--- src/rtl/bus_xfer_scheduler.sv ---
// Round-robin scheduler that moves head packets from device FIFOs onto a shared packet bus.
// Define BUS_XFER_STATS_EN to add saturating xfer_cnt / bcast_cnt / drop_cnt outputs.
module bus_xfer_scheduler #(
  parameter int         drvrs     = 4,
  parameter int         pckg_sz   = 16,
  parameter logic [7:0] broadcast = 8'hFF,
  localparam int        idw       = (drvrs > 1) ? $clog2(drvrs) : 1
) (
  input  logic                     clk,
  input  logic                     reset,
  input  logic [drvrs-1:0]         pndng,
  input  logic [drvrs*pckg_sz-1:0] D_pop,
  output logic [drvrs-1:0]         pop,
  output logic [drvrs-1:0]         push,
  output logic [pckg_sz-1:0]       D_push,
  output logic                     busy,
  output logic [idw-1:0]           grant_id,
  output logic                     drop
`ifdef BUS_XFER_STATS_EN
  ,
  output logic [31:0]              xfer_cnt,
  output logic [31:0]              bcast_cnt,
  output logic [15:0]              drop_cnt
`endif
);

  // state | meaning
  // IDLE  | search pndng round-robin from last+1, latch grant_id
  // POP   | re-check granted pndng, strobe pop and capture its head packet
  // PUSH  | drive D_push and the decoded push mask (or drop), then back to IDLE
  typedef enum logic [1:0] {IDLE, POP, PUSH} state_t;

  state_t               state;
  logic [idw-1:0]       last;
  logic [idw-1:0]       rr_gnt;
  logic [idw-1:0]       rr_idx;
  logic                 rr_hit;
  logic [pckg_sz-1:0]   pkt;
  logic [7:0]           dst;
  logic                 is_bcast;
  logic                 is_uni;
  logic [drvrs-1:0]     gnt_oh;

  assign dst      = pkt[pckg_sz-1 -: 8];
  assign is_bcast = (dst == broadcast);
  assign is_uni   = !is_bcast && (int'(dst) < drvrs);
  assign gnt_oh   = drvrs'(1) << grant_id;
  assign busy     = (state != IDLE);

  always_comb begin
    rr_gnt = last;
    rr_idx = last;
    rr_hit = 1'b0;
    for (int i = 1; i <= drvrs; i++) begin
      rr_idx = idw'((int'(last) + i) % drvrs);
      if (!rr_hit && pndng[rr_idx]) begin
        rr_gnt = rr_idx;
        rr_hit = 1'b1;
      end
    end
  end

  always_ff @(posedge clk or posedge reset) begin
    if (reset) begin
      state    <= IDLE;
      last     <= idw'(drvrs - 1);
      grant_id <= '0;
      pkt      <= '0;
      pop      <= '0;
      push     <= '0;
      D_push   <= '0;
      drop     <= 1'b0;
    end else begin
      pop  <= '0;
      push <= '0;
      drop <= 1'b0;
      unique case (state)
        IDLE: begin
          if (rr_hit) begin
            grant_id <= rr_gnt;
            state    <= POP;
          end
        end
        POP: begin
          // a pending flag that fell after the grant aborts without moving the pointer
          if (pndng[grant_id]) begin
            pop   <= gnt_oh;
            pkt   <= D_pop[int'(grant_id)*pckg_sz +: pckg_sz];
            last  <= grant_id;
            state <= PUSH;
          end else begin
            state <= IDLE;
          end
        end
        PUSH: begin
          D_push <= pkt;
          if (is_bcast)    push <= ~gnt_oh;
          else if (is_uni) push <= drvrs'(1) << dst;
          else             drop <= 1'b1;
          state <= IDLE;
        end
        default: state <= IDLE;
      endcase
    end
  end

`ifdef BUS_XFER_STATS_EN
  always_ff @(posedge clk or posedge reset) begin
    if (reset) begin
      xfer_cnt  <= '0;
      bcast_cnt <= '0;
      drop_cnt  <= '0;
    end else if (state == PUSH) begin
      if ((is_bcast || is_uni) && (xfer_cnt != '1)) xfer_cnt  <= xfer_cnt + 32'd1;
      if (is_bcast && (bcast_cnt != '1))           bcast_cnt <= bcast_cnt + 32'd1;
      if (!is_bcast && !is_uni && (drop_cnt != '1)) drop_cnt <= drop_cnt + 16'd1;
    end
  end
`endif

endmodule

--- config.mk ---
export PLATFORM = sky130hd
export DESIGN_NAME = bus_xfer_scheduler
export DESIGN_NICKNAME = d
export VERILOG_FILES = /design/src/rtl/bus_xfer_scheduler.sv
export SDC_FILE = /design/constraint.sdc
export NUM_CORES = 1
export LEC_CHECK = 0
export CAP_MARGIN = 20
export CORE_MARGIN = 1
export CORE_UTILIZATION = 30
export CTS_CLUSTER_DIAMETER = 120
export DETAILED_ROUTE_END_ITERATION = 12
export PLACE_DENSITY = 0.62
export SLEW_MARGIN = 10
export SYNTH_ARGS = -nofsm -noshare
export SYNTH_HDL_FRONTEND = slang
export SYNTH_SLANG_ARGS = --single-unit
--- constraint.sdc ---
create_clock -name clk -period 3.7 [get_ports clk]
set_input_delay 0.74 -clock clk [delete_from_list [all_inputs] [get_ports clk]]
set_output_delay 0.74 -clock clk [all_outputs]
set_load 0.005 [all_outputs]
### Yosys cells after proc, flatten, opt, wreduce, memory -nomap -nowiden

Index checks and enable logic that the tools add are counted.

| cells by class | value |
|---|---|
| $lt $le $gt $ge | 6 |
| equality and inequality tests | 4 |
| reductions and logical operators | 12 |
| add/subtract/negate cells | 4 |
| muxes and demuxes | 29 |
| divide/modulo/power cells | 0 |
| shifts and indexed selects | 3 |
| multiply operators | 0 |
| bitwise operators | 1 |

Operator list:

| kind | count |
|---|---|
| indexed part select 64 x 7 -> 16 bit | 1 |
| two-way mux 4 bit | 5 |
| < comparator 2 x 3 -> 1 bit, second input constant | 5 |
| two-way mux 1 bit | 12 |
| two-way mux 2 bit | 6 |
| binary-select mux 1 bit (select 2 bit) | 5 |
| equality test 8 bit, second input constant | 1 |
| < comparator 8 x 3 -> 1 bit, second input constant | 1 |
| left shift 1 x 8 -> 4 bit, first input constant | 1 |
| adder 2 x 1 -> 2 bit, second input constant | 2 |
| adder 2 bit, second input constant | 2 |
| logical AND 1 bit | 4 |
| zero test 1 bit | 4 |
| NOT 4 bit | 1 |
| one-hot mux 2 bit (2 select lines) | 1 |
| AND reduction 2 bit | 2 |
| left shift 1 x 2 -> 4 bit, first input constant | 1 |
| equality test 2 x 1 -> 1 bit, second input constant | 1 |
| equality test 2 bit, second input constant | 1 |
| zero test 2 bit | 1 |
| != test 2 bit, second input constant | 1 |
| nonzero test 2 bit | 1 |

| word-level totals | value |
|---|---|
| output and inout port bits | 28 |
| word-level logic and storage cells | 67 |
| bits in latches | 0 |
| memories | 0 |
| RAM bits | 0 |
| ROM bits | 0 |
| register bits | 47 |

### Depth between registers and ports, before layout

| logic depth | value |
|---|---|
| depth after elaboration | 15 |
| depth in mapped cells | 6 |
| gate-level depth less buffers | 4 |

### Least setup slack after synthesis

No wires, ideal clock.

| timing path | value |
|---|---|
| path kind | input to register |
| from | input pndng[2] |
| to | register pkt[0] |
| buffers on the path | 1 |
| stages on the path | 5 |
| arrival time | 1,640 ps |
| path slack | 1,935 ps |
| setup time | 125 ps |
| required time | 3,575 ps |
| cell sequence | mux2_4 > nand3_4 > nand2_8 > buf_12 > mux2_4 |

| between the ends | value |
|---|---|
| longest elaborated chain between the ends | 3 |

RTL lines:

| element | line | source |
|---|---|---|
| from (decl) | 11 | `input logic [drvrs-1:0] pndng,` |
| binary-select mux 1 bit (select 2 bit) | 86 | `if (pndng[grant_id]) begin` |
| two-way mux 1 bit (not written as such) | 86 |  |
| AND reduction 2 bit (no source line) | n/a |  |
| to (signal assigned) | 88 | `pkt <= D_pop[int'(grant_id)*pckg_sz +: pckg_sz];` |
| to (decl) | 38 | `logic [pckg_sz-1:0] pkt;` |

No other way between the ends. The select of a mux whose other input is x is not followed.
A chain may end at the register's enable or synchronous reset.

### Worst setup path in the final report

| timing path | value |
|---|---|
| from | register grant_id[1] |
| to | output grant_id[1] |

RTL lines:

| element | line | source |
|---|---|---|
| from (decl) | 17 | `output logic [idw-1:0] grant_id,` |
| from (signal assigned) | 80 | `grant_id <= rr_gnt;` |

No word-level cell between the ends.

==> metrics.txt <==
WP data arrival=1.78 ns; Max IR drop VDD=0.2846 mV; port buffer count=97; FF-to-FF path depth=5; H-tree levels=2; global-route wire length before repair=8.825 mm; drt pass-1 iters=6; post-CTS setup buffer count=0; Std-Cell Rows=32; pwr dens=680.3 mW/mm^2; number of max-cap violations=0; Longest Clk Path Bufs=2; wire per inst=14.63 um; CTS root buf=clkbuf_8; fin cells=361; Worst-Margin Slew=1.042 ns; initial antenna violation count=0; Sum Neg Setup Slack=0 ns; routability cong.=0.6863; Req. time, crit path=2.96 ns; DP Area=0.003450 sq mm; CTS resizes=0; clock skew=0.007036 ns; vias in the first global route=1803; post-placement cell count=352; crit path kind=register to primary output; drt drc=0; period utilization=68.02%; Chip Height=91.70 um; CTS tree=yes; Hold Crit Depth=2; die width=91.70 um; RSZ-0062 raised after global routing=false; Layout area overhead=47.28%; Hold Path End=D_push[9]$_DFFE_PP0P_; clk slew on worst S/H paths=0.09 ns; WL final=5.280 mm; ANT cells=0; clk_lat worst skew=0.29 ns; final antenna-violating net count=0; Syn Nets=229; #FFs+latches synth=47; Pwr Total=2418 uW; R2R Setup Slk=1.67 ns; Iter 0 DRT Violations=36; R2R Path End=pkt[15]$_DFFE_PP0P_; unique cell type count in the Yosys netlist=34; fillers=721; Detail Placement HPWL=3.907 mm; Period minus WS final=2.517 ns; core area=0.007767 sq mm; Initial Util=31.07%; gr ovfl total=0; largest net degree at the start of global routing=48; Global Route Usage Sum=13.59%; Multi-input gate area=0.001135 sq mm; min-delay worst type=register to register; YS warnings=0; final hold vios=0; vias per std cell=4.781; crit start category=register; CP endpoint kind=primary output; Worst slew margin=30.50%; Static Leak=0.001465 uW; nets=328; Reg area=0.001179 sq mm; max frequency=397.3 MHz; IO Count=98; Die ar.=0.008408 sq mm; Final Setup Violations=0; hold_buf cts=0; Seq/Total Area, Yosys=48.83%; CP Cell Sequence=buf_4 -> clkdlybuf4s50_1; Hold Startpoint=D_push[9]$_DFFE_PP0P_; via count=1726; Num CTS Buffers=5; fin. max-slew vios=0; CTS Sinks=47; share of layout cells above drive strength 1=22.01%; final hold slack=0.4842 ns; Final Instance Area=0.003555 sq mm; Cells after Synth=159; Mapped Area=0.002414 sq mm; Worst R2R Start=grant_id[0]$_DFFE_PP0P_; Crit Path Max Fanout=13; slowest CP cell=dfrtp_1; status=completed; CP peak stage delay=0.63 ns; syn_area_per_cell=15.18 sq um
-- routing by layer --
layer / track usage, % / share of wire [%]
met5: 0 / 0
met1: 16.60 / 43
met4: 4.557 / 1.4
met2: 23.37 / 51
met3: 3.483 / 4.2
-- per-stage QoR --
stage	utilization (%)	worst slack, ns
after floorplan	-	1.847
after global placement	44.41	1.448
after detailed placement	44.41	1.424
after CTS	45.51	1.124
after global routing	45.76	1.086
final	45.76	1.183
-- flip-flops by register name, indices dropped and copies added (netlist names) --
name and flops:
pkt 16, drop 1, D_push 16, pop 4, state 2, last 2, push 4, grant_id 2
-- where the power goes --
group | switching [uW] | internal, uW | leakage [uW] | total, uW
clock | 165 | 132 | 0.0000412 | 297
sequential | 185 | 750 | 0.000573 | 936
combinational | 420 | 766 | 0.000851 | 1190
-- Yosys cell counts, drive strengths merged --
cell type  number  area share, %
nor2           10            1.6
nand3b          1           0.31
a21boi          1           0.31
or4             1           0.31
dfstp           2            2.2
a32oi           2           0.73
inv             6           0.93
o32a            1           0.41
a21oi           4           0.83
or2             1           0.26
buf             7            2.6
mux2           34             18
nand2           6            1.6
nand3           3            1.7
nand2b          4            1.0
and4            1           0.36
clkbuf          1           0.57
nor3            3           0.83
nand4           2           0.52
mux4           16             17
o22ai           1           0.26
a31oi           1           0.26
dfrtp          45             47
and2b           1           0.36
o21ai           5            1.0
-- worst max-delay path, delay by kind of cell, from the launching register on --
kind                   cells  cell delay, ns
buffers and inverters      2            0.85
DFF                        1            0.63
-- worst max path at each step --
stage / startpoint / endpoint / depth (start not counted)
2_1_floorplan: reset / D_push[0]$_DFFE_PP0P_ / 1
3_3_place_gp: pndng[3] / pkt[8]$_DFFE_PP0P_ / 5
3_5_place_dp: pndng[3] / pkt[8]$_DFFE_PP0P_ / 5
4_1_cts: grant_id[1]$_DFFE_PP0P_ / grant_id[1] / 2
5_1_grt: grant_id[1]$_DFFE_PP0P_ / grant_id[1] / 2
6_report: grant_id[1]$_DFFE_PP0P_ / grant_id[1] / 2
-- final cells by class --
| cell class | count | area share [%] |
|---|---|---|
| clock buffers | 6 | 2.042 |
| clock inverters | 2 | 0.3520 |
| inverters | 6 | 0.6336 |
| multi-input cells | 98 | 31.93 |
| flip-flops and latches | 47 | 33.16 |
| well taps | 102 | 3.590 |
| repair buffers | 100 | 28.30 |
-- layout by cell type (no fill, tap or decap), types with 2 or more instances in the layout --
master | Yosys | final
nand4_1 | 2 | 2
buf_4 | 1 | 2
a21oi_1 | 4 | 4
a32oi_1 | 2 | 2
dfrtp_1 | 45 | 45
nand2_1 | 5 | 5
mux4_2 | 4 | 4
nor2_1 | 10 | 10
nand2b_1 | 4 | 4
inv_1 | 6 | 5
clkbuf_8 | 1 | 5
nand3_4 | 2 | 2
dfstp_2 | 2 | 2
clkdlybuf4s50_1 | 0 | 97
mux4_1 | 12 | 12
nor3_1 | 2 | 2
mux2_2 | 23 | 23
o21ai_0 | 5 | 5
mux2_4 | 11 | 11
-- cells by family after synthesis --
kind of cell / after synthesis / synth area share [%]
muxes: 50 / 34.37
buffers and inverters: 14 / 4.147
AOI/OAI and AO/OA: 15 / 3.837
DFF: 47 / 48.83
and+or+nand+nor: 33 / 8.813
(Power assumes the default switching activity.)
